--- src/rtl/uart_rx.sv ---
// 8N1 UART receiver: synchronises the serial line, samples each bit at mid-period,
// and presents each byte with a one-cycle valid strobe or a framing-error strobe.
module uart_rx #(
    parameter int CLKS_PER_BIT = 16
) (
    input  logic       clk,
    input  logic       reset,
    input  logic       rx_in,
    output logic [7:0] rx_data,
    output logic       rx_valid,
    output logic       framing_err,
    output logic       busy
);

    localparam int CW = $clog2(CLKS_PER_BIT);
    localparam logic [CW-1:0] HALF_M1 = CW'(CLKS_PER_BIT / 2 - 1);
    localparam logic [CW-1:0] FULL_M1 = CW'(CLKS_PER_BIT - 1);

    typedef enum logic [1:0] {
        IDLE  = 2'd0,
        START = 2'd1,
        DATA  = 2'd2,
        STOP  = 2'd3
    } state_t;

    logic          rx_meta_q;
    logic          rx_s_q;
    logic          rx_p_q;
    state_t        state_q;
    logic [CW-1:0] cnt_q;
    logic [2:0]    bit_idx_q;
    logic [7:0]    shreg_q;
    logic [7:0]    rx_data_q;
    logic          rx_valid_q;
    logic          framing_err_q;
    logic          busy_q;

    // Two-flop synchroniser plus one delayed copy for falling-edge detection.
    always_ff @(posedge clk or negedge reset) begin
        if (!reset) begin
            rx_meta_q <= 1'b1;
            rx_s_q    <= 1'b1;
            rx_p_q    <= 1'b1;
        end else begin
            rx_meta_q <= rx_in;
            rx_s_q    <= rx_meta_q;
            rx_p_q    <= rx_s_q;
        end
    end

    // Receive FSM with registered strobes, data and busy flag.
    always_ff @(posedge clk or negedge reset) begin
        if (!reset) begin
            state_q       <= IDLE;
            cnt_q         <= '0;
            bit_idx_q     <= 3'd0;
            shreg_q       <= 8'h00;
            rx_data_q     <= 8'h00;
            rx_valid_q    <= 1'b0;
            framing_err_q <= 1'b0;
            busy_q        <= 1'b0;
        end else begin
            rx_valid_q    <= 1'b0;
            framing_err_q <= 1'b0;
            case (state_q)
                IDLE: begin
                    cnt_q <= '0;
                    // A held-low line gives no edge, so a break cannot retrigger.
                    if (rx_p_q && !rx_s_q) begin
                        state_q <= START;
                        busy_q  <= 1'b1;
                    end else begin
                        busy_q  <= 1'b0;
                    end
                end
                START: begin
                    if (cnt_q == HALF_M1) begin
                        cnt_q <= '0;
                        if (!rx_s_q) begin
                            state_q   <= DATA;
                            bit_idx_q <= 3'd0;
                        end else begin
                            state_q <= IDLE;
                            busy_q  <= 1'b0;
                        end
                    end else begin
                        cnt_q <= cnt_q + CW'(1);
                    end
                end
                DATA: begin
                    if (cnt_q == FULL_M1) begin
                        cnt_q   <= '0;
                        shreg_q <= {rx_s_q, shreg_q[7:1]};
                        if (bit_idx_q == 3'd7) begin
                            state_q <= STOP;
                        end else begin
                            bit_idx_q <= bit_idx_q + 3'd1;
                        end
                    end else begin
                        cnt_q <= cnt_q + CW'(1);
                    end
                end
                STOP: begin
                    if (cnt_q == FULL_M1) begin
                        cnt_q   <= '0;
                        state_q <= IDLE;
                        busy_q  <= 1'b0;
                        if (rx_s_q) begin
                            rx_data_q  <= shreg_q;
                            rx_valid_q <= 1'b1;
                        end else begin
                            framing_err_q <= 1'b1;
                        end
                    end else begin
                        cnt_q <= cnt_q + CW'(1);
                    end
                end
                default: begin
                    state_q <= IDLE;
                    cnt_q   <= '0;
                    busy_q  <= 1'b0;
                end
            endcase
        end
    end

    assign rx_data     = rx_data_q;
    assign rx_valid    = rx_valid_q;
    assign framing_err = framing_err_q;
    assign busy        = busy_q;

endmodule

--- config.mk ---
export PLATFORM = sky130hd
export DESIGN_NAME = uart_rx
export DESIGN_NICKNAME = d
export VERILOG_FILES = /design/src/rtl/uart_rx.sv
export SDC_FILE = /design/constraint.sdc
export NUM_CORES = 1
export LEC_CHECK = 0
export BUFFER_PORTS_ARGS = -buffer_cell sky130_fd_sc_hd__buf_2
export CELL_PAD_IN_SITES_DETAIL_PLACEMENT = 0
export CELL_PAD_IN_SITES_GLOBAL_PLACEMENT = 1
export CORE_UTILIZATION = 40
export CTS_CLUSTER_DIAMETER = 120
export DETAILED_ROUTE_END_ITERATION = 7
export PLACE_DENSITY_LB_ADDON = 0.1
export SLEW_MARGIN = 20
export SYNTH_ARGS = -nofsm -noshare
export SYNTH_HDL_FRONTEND = slang
export SYNTH_SLANG_ARGS = --single-unit
--- constraint.sdc ---
create_clock -name clk -period 2.39 [get_ports clk]
set_clock_uncertainty 0.2 [all_clocks]
set_input_delay 0.1195 -clock clk [delete_from_list [all_inputs] [get_ports clk]]
set_output_delay 0.1195 -clock clk [all_outputs]
set_load 0.01 [all_outputs]
## Word level (Yosys, flattened, before mapping)

Cells that the tools add are included.
Widths: inputs -> output; s select.

| storage, ports and cells | value |
|---|---|
| flip-flop bits (word level) | 31 |
| input bits | 3 |
| output and inout bits | 11 |
| logic and storage cells | 64 |

| cells by class | value |
|---|---|
| $add $sub $neg | 2 |
| eq/ne operators | 14 |
| muxes and demuxes | 26 |
| reductions and logical operators | 11 |

Operators with widths:

| cell | number |
|---|---|
| $ne 2x2->1 const B | 8 |
| $mux 2 | 6 |
| $mux 3 | 4 |
| $pmux 4 s3 | 1 |
| $mux 1 | 10 |
| $reduce_and 5->1 | 2 |
| $mux 4 | 2 |
| $pmux 2 s4 | 1 |
| $pmux 3 s2 | 1 |
| $add 4x1->4 const B | 1 |
| $eq 2x2->1 const B | 2 |
| $eq 4x3->1 const B | 1 |
| $eq 4x4->1 const B | 1 |
| $reduce_and 4->1 | 1 |
| $add 3x1->3 const B | 1 |
| $eq 3x3->1 const B | 1 |
| $pmux 1 s3 | 1 |
| $reduce_and 3->1 | 1 |
| $reduce_bool 3->1 | 1 |
| $eq 2x1->1 const B | 1 |
| $logic_not 2->1 | 1 |
| $reduce_and 2->1 | 1 |
| $reduce_bool 2->1 | 1 |
| $reduce_or 2->1 | 1 |
| other kinds (2) | 2 |

## Logic depth before layout (Yosys ltp)

Gate-level depths: netlist (run 1).

| logic depth | value |
|---|---|
| word-level depth | 4 |
| depth in mapped cells | 5 |
| gate-level depth less buffers | 5 |

## Worst setup path after synthesis (run 1)

No wires, ideal clock.

| path | value |
|---|---|
| path type | flip-flop to flip-flop |
| start | reg cnt_q[0] |
| end | reg bit_idx_q[0] |
| setup time | 0.125 ns |
| arrival time | 1.475 ns |
| required time | 2.065 ns |
| setup slack | 0.590 ns |
| cell stages (with the launch flop) | 5 |
| path buffers | 0 |
| cell sequence | dfrtp_1 ha_1 and4b_1 a22oi_2 mux2_2 |

| between the ends | value |
|---|---|
| word-level cells in the longest chain between the ends | 3 |

RTL lines:

| what | line | source |
|---|---|---|
| start, declared | 30 | `logic [CW-1:0] cnt_q;` |
| start signal, assigned | 87 | `cnt_q <= cnt_q + CW'(1);` |
| start signal, assigned | 100 | `cnt_q <= cnt_q + CW'(1);` |
| start signal, assigned | 115 | `cnt_q <= cnt_q + CW'(1);` |
| $eq 4x4->1 or $eq 4x3->1 (tied branches) | 91, 77 |  |
| $ne 2x2->1 (no line) | - |  |
| $reduce_and 5->1 (no line) * | - |  |
| end signal, assigned | 97 | `bit_idx_q <= bit_idx_q + 3'd1;` |
| end, declared | 31 | `logic [2:0] bit_idx_q;` |

Every way passes the cells marked *; elsewhere a longest branch is shown, timed or not.
A chain may end at the register's enable or synchronous reset.

## Worst setup path after layout (run 1)

| path | value |
|---|---|
| start | reg cnt_q[0] |
| end | reg rx_data_q[3] (netlist: rx_data[3]) |

| between the ends | value |
|---|---|
| word-level cells in the longest chain between the ends | 2 |

RTL lines:

| what | line | source |
|---|---|---|
| $eq 4x4->1 | 104 | `if (cnt_q == FULL_M1) begin` |
| $reduce_and 3->1 (no line) | - |  |
| end signal, assigned | 109 | `rx_data_q <= shreg_q;` |
| end, declared | 33 | `logic [7:0] rx_data_q;` |

No other way between the ends.

==> impl_metrics.csv, run 1 <==
group,metric,value,unit
synth,synth_top_area_share,52.98,%
sta,hold_viol,0,
global_route,met2_usage,18.62,%
routing,ant_nets,0,
synth,ys.warnings.count,0,
synth,ys_seq_area_share,58.94,%
routing,drt-total-wl,2133,um
critical_path,worstSetupStartpointType,"flop",
clocking,post_cts_resized,0,
sta,slew_viol_final,0,
floorplan,start_util,42.62,%
pwr,fin_total_pwr,1302,uW
critical_path,crit_buf_inv,0,
finish,final_cell_mix,"dfrtp_1, mux2_2, buf_2, nor2_1, clkbuf_4",
synth,async_reset_ff_share,100.0,%
global_route,grt_pass1_vias,731,
pwr,ir_drop,0.4798,mV
sta,setup_viol,0,
global_route,grt_busiest_layer,"met1",
floorplan,die_x,59.50,um
critical_path,slowest_stage,"and3_1",
run_status,status,"finished, final reports clean",
clocking,clk_pin_slew_worst_paths,0.10,ns
pwr,pwr_density_cell,860.8,nW/um^2
critical_path,crit_chain,"ha_1 > and2_4 > and3_1 > mux2_2",
sta,fin_tns_setup,0,ns
global_route,antenna_found_initial,0,
place,dpl.hpwl,1400,um
place,place_area,1420,sq um
place,port_buffers,13,
synth,yosys-top-cells-area,"dfrtp_1, mux2_2, dfstp_2",
critical_path,reg2reg_depth,4,
synth,synth-seq-cells,31,
global_route,use_met1,21.36,%
finish,synthToLayoutAreaGrowth,14.38,%
synth,syn_area,1323,sq um
finish,final_cell_area,1513,sq um
global_route,grt_max_degree,32,
routing,drt-vias-per-instance,4.773,
global_route,gr-total-overflow,0,
synth,ys.flop_type,"dfrtp_1",
clocking,cts_tree,"yes",
critical_path,worstPathMaxFanout,9,
finish,fill_cells,306,
critical_path,crit_type,"reg -> reg",
floorplan,die_h,59.50,um
routing,drc,0,
synth,avgSynthCellArea,13.36,sq um
sta,slew_headroom,55.14,%
sta,period_minus_slack,1.968,ns
floorplan,core,3103,sq um
finish,diodes,0,
clocking,clkSinkCount,31,
global_route,grt_pass1_wl,3670,um
clocking,cts_buffers,5,
finish,drive_gt1_share,40.34,%
clocking,clockRootBuffer,"clkbuf_4",
finish,utilization,48.75,%
floorplan,rows,20,
finish,nets,124,
sta,worstMarginPinSlew,0.6729,ns
synth,postSynthCellCount,99,
finish,multiInputGateArea,490.5,sq um
synth,synth_cell_type_count,28,
floorplan,ios,14,
critical_path,cp_top_family,"simple AND/OR/NAND/NOR gates",
global_route,groute.usage.overall,14.78,%
routing,first_pass_iters,2,
synth,synth_nets,105,
critical_path,end_kind,"flop",
pwr,power.leakage,0.0007727,uW
synth,yosys.area.top_type,"dfrtp_1",
clocking,clockBufferDepth,2,
finish,final_common_cell,"dfrtp_1",
global_route,met3_usage,5.895,%
clocking,clock_latency,0.33,ns
routing,drt_iter0_drc,25,
sta,max_freq,0.5080,GHz
clocking,h-tree-depth,2,
worst_hold_path,min_path_type,"in -> async",
sta,fin_crit_sh,82.36,%
critical_path,slowest_delay,0.42,ns
critical_path,worstPathRequired,2.41,ns
critical_path,arrival,1.99,ns
routing,routed-via-count,778,
place,place_congestion,0.7168,
synth,synth_edf_count,0,
floorplan,die-area,3540,sq um
job,max-cap-violations,0,
routing,drt-wirelength-per-cell,13.09,um
critical_path,worstSetupPathDepth,4,
finish,layout.area.seq,779.5,sq um
sta,rsz0062_at_grt,"no",
## path summary, 6_finish.rpt
path	startpoint	to	slack (ns)
max in group asynchronous	reset	busy	1.40
worst min-delay path	reset	state_q[0]	0.15
min in group clk	rx_meta_q	rx_s_q	0.16
worst min register to register	rx_meta_q	rx_s_q	0.16
worst max-delay path	cnt_q[0]	rx_data[3]	0.42
worst max register to register	cnt_q[0]	rx_data[3]	0.42
## cell type report
type                       instances  share of cell area [%]
sequential                        31                   51.53
clock buffer                       7                   4.301
timing repair buffer              17                   6.617
tap                               44                   3.639
inverter                           4                  0.9926
clock inverter                     1                  0.4963
multi-input combinational         59                   32.42
## cell usage after synthesis, drive strengths merged, types with 3 or more instances
| master | n |
|---|---|
| nand2 | 3 |
| mux2 | 17 |
| dfstp | 3 |
| nor2b | 3 |
| o21ai | 4 |
| and3 | 4 |
| nor2 | 5 |
| dfrtp | 28 |
| inv | 4 |
| ha | 3 |
| buf | 5 |
## power by group
group / internal, uW / switching (uW)
Clock: 172 / 179
Sequential: 589 / 80.7
Combinational: 138 / 143
## logic make-up after synthesis
kind of cell	after synthesis	share of synthesized area [%]
compound gates	11	6.150
xor+xnor	2	1.325
fa+ha+maj	3	2.839
buf+inv	9	3.973
flops	31	58.94
mux	19	15.99
simple gates	24	10.79
## per-stage QoR
| stage | setup slack, ns | cells | hold WS, ns |
|---|---|---|---|
| final | 0.4216 | 163 | 0.1534 |
| after global routing | 0.3093 | 163 | 0.1704 |
| after CTS | 0.3966 | 163 | 0.1615 |
| after detailed placement | 0.4106 | 153 | -0.004290 |
| after global placement | 0.4509 | 153 | -0.008128 |
| after floorplan | 0.5899 | 99 | -0.3761 |
## registers in the layout (all words and copies together) (netlist names), named ones only
name,flops
cnt_q,4
rx_data,8
rx_s_q,1
rx_p_q,1
rx_meta_q,1
shreg_q,8
busy,1
framing_err,1
bit_idx_q,3
state_q,1
rx_valid,1
## worst register-to-register path: stages, from the launching register on
cell,delay [ns]
dfrtp_1,0.38
ha_1,0.26
and2_4,0.20
and3_1,0.42
mux2_2,0.40
## metal layers
metal  vias up  wire [um]
met5         -          0
met4         0         31
met3         4        104
met2        16        857
met1       374       1139
li1        384          -
## what timing repair did
item	4_1_cts	5_1_grt
setup buffers	0	0
setup endpoints to repair	0	0
endpoints found under the hold margin	29	0
hold buffers	2	0
Note: power is estimated with default switching activity, not from simulation.
==> run 2: changes to the inputs <==
clock period = 1.7 ns   (was 2.39 ns; I/O delays follow)
==> impl_metrics.csv, run 2 (synthesized netlist as in run 1, its figures left out) <==
group,metric,value,unit
place,dpl.hpwl,1596,um
finish,finalNonFillerCells,178,
place,port_buffers,13,
routing,ant_nets,0,
floorplan,start_util,42.62,%
worst_hold_path,min_path_type,"in -> async",
finish,layout.area.seq,779.5,sq um
routing,first_pass_iters,4,
finish,final_cell_area,1680,sq um
sta,rsz0062_at_grt,"yes",
place,dp.cells,165,
critical_path,reg2reg_to,"shreg_q[1]",
critical_path,crit_chain,"ha_4 > and4_4 > and2b_1 > buf_12 > mux2_4",
clocking,clkSinkCount,31,
critical_path,reg2reg_from,"cnt_q[1]",
clocking,clockRootBuffer,"clkbuf_4",
critical_path,crit_type,"reg -> reg",
global_route,gr-total-overflow,0,
global_route,groute.usage.overall,15.00,%
run_status,status,"finished, final reports clean",
sta,fin_crit_sh,98.51,%
pwr,ir_drop,0.6219,mV
job,max-cap-violations,0,
finish,final_cell_mix,"dfrtp_1, buf_4, buf_2, mux2_4, mux2_2",
clocking,clk_pin_slew_worst_paths,0.10,ns
critical_path,cp_top_family,"flip-flops",
floorplan,ios,14,
finish,fill_cells,297,
global_route,grt_pass1_vias,802,
routing,drt-vias-per-instance,4.831,
sta,period_minus_slack,1.675,ns
finish,multiInputGateArea,541.8,sq um
pwr,pwr_density_cell,1160,nW/um^2
finish,synthToLayoutAreaGrowth,27.06,%
critical_path,worstPathRequired,1.71,ns
critical_path,slowest_stage,"dfrtp_1",
floorplan,die_x,59.50,um
critical_path,crit_start,"cnt_q[1]",
clocking,cts_buffers,5,
clocking,clockBufferDepth,2,
place,place_congestion,0.7246,
routing,drt-wirelength-per-cell,13.08,um
finish,drive_gt1_share,47.76,%
finish,diodes,0,
routing,routed-via-count,860,
clocking,clock_latency,0.33,ns
global_route,grt_pass1_wl,3719,um
place,place_area,1539,sq um
critical_path,reg2reg_depth,5,
clocking,h-tree-depth,2,
critical_path,slowest_delay,0.40,ns
sta,slew_headroom,54.78,%
critical_path,worstSetupPathDepth,5,
critical_path,end_kind,"flop",
sta,slew_viol_final,0,
sta,hold_viol,0,
routing,drc,0,
routing,drt_iter0_drc,30,
sta,max_freq,0.5971,GHz
routing,drt-total-wl,2329,um
critical_path,worstSetupStartpointType,"flop",
finish,nets,139,
sta,holdWs,0.1159,ns
finish,final_common_cell,"dfrtp_1",
floorplan,core,3103,sq um
critical_path,arrival,1.68,ns
clocking,cts_tree,"yes",
critical_path,crit_buf_inv,1,
floorplan,die-area,3540,sq um
sta,setup_viol,0,
floorplan,die_h,59.50,um
global_route,antenna_found_initial,0,
critical_path,worstPathMaxFanout,8,
critical_path,endpoint,"shreg_q[1]",
sta,worstMarginPinSlew,0.6783,ns
critical_path,rrSetupSlack,0.03,ns
floorplan,rows,20,
global_route,grt_max_degree,32,
pwr,power.leakage,0.0008589,uW
[run 2: per-stage QoR]
stage | util, % | worst slack [ns] | setup TNS, ns | power, uW
global placement | 49.60 | 0.02983 | 0 | 1467
finish | 54.15 | 0.02528 | 0 | 1950
detailed placement | 49.60 | 0.005721 | 0 | 1476
CTS | 52.42 | 0.003807 | 0 | 1955
global route | 54.15 | -0.05086 | -0.1887 | 2081
floorplan | - | 0.01611 | 0 | 1257
[run 2: final cells by class]
class | count | share of cell area (%)
multi-input cells | 59 | 32.24
flip-flops and latches | 31 | 46.39
clock inverters | 1 | 0.2978
inverters | 4 | 0.8935
clock buffers | 7 | 3.276
repair buffers | 32 | 13.63
well taps | 44 | 3.276
[run 2: where the power goes]
part,switching [uW],internal [uW],leakage [uW]
Clock,246,200,0.0000353
Combinational,268,312,0.000413
Sequential,95.1,828,0.000411
Total,609,1340,0.000859
[run 2: what timing repair did]
item,in CTS,in global routing
setup buffers,1,2
hold buffers,2,0
gates cloned,0,0
endpoints found under the setup margin,1,18
pin swaps,0,1
gates resized for setup,0,10
hold endpoints to repair,32,0
[run 2: worst min path at each step]
stage | slack, ns | endpoint | startpoint
detailed placement | -0.03 | bit_idx_q[1] | reset
global placement | -0.04 | bit_idx_q[1] | reset
finish | 0.12 | shreg_q[7] | reset
floorplan | -0.41 | asynchronous set/reset pin | reset
global route | 0.16 | rx_s_q | rx_meta_q
CTS | 0.13 | shreg_q[7] | reset
[run 2: layer usage]
metal / GRT usage (%) / routed length [um]
met3: 4.585 / 83
met1: 19.94 / 1185
met5: 0 / 0
met2: 21.35 / 1005
met4: 8.970 / 54
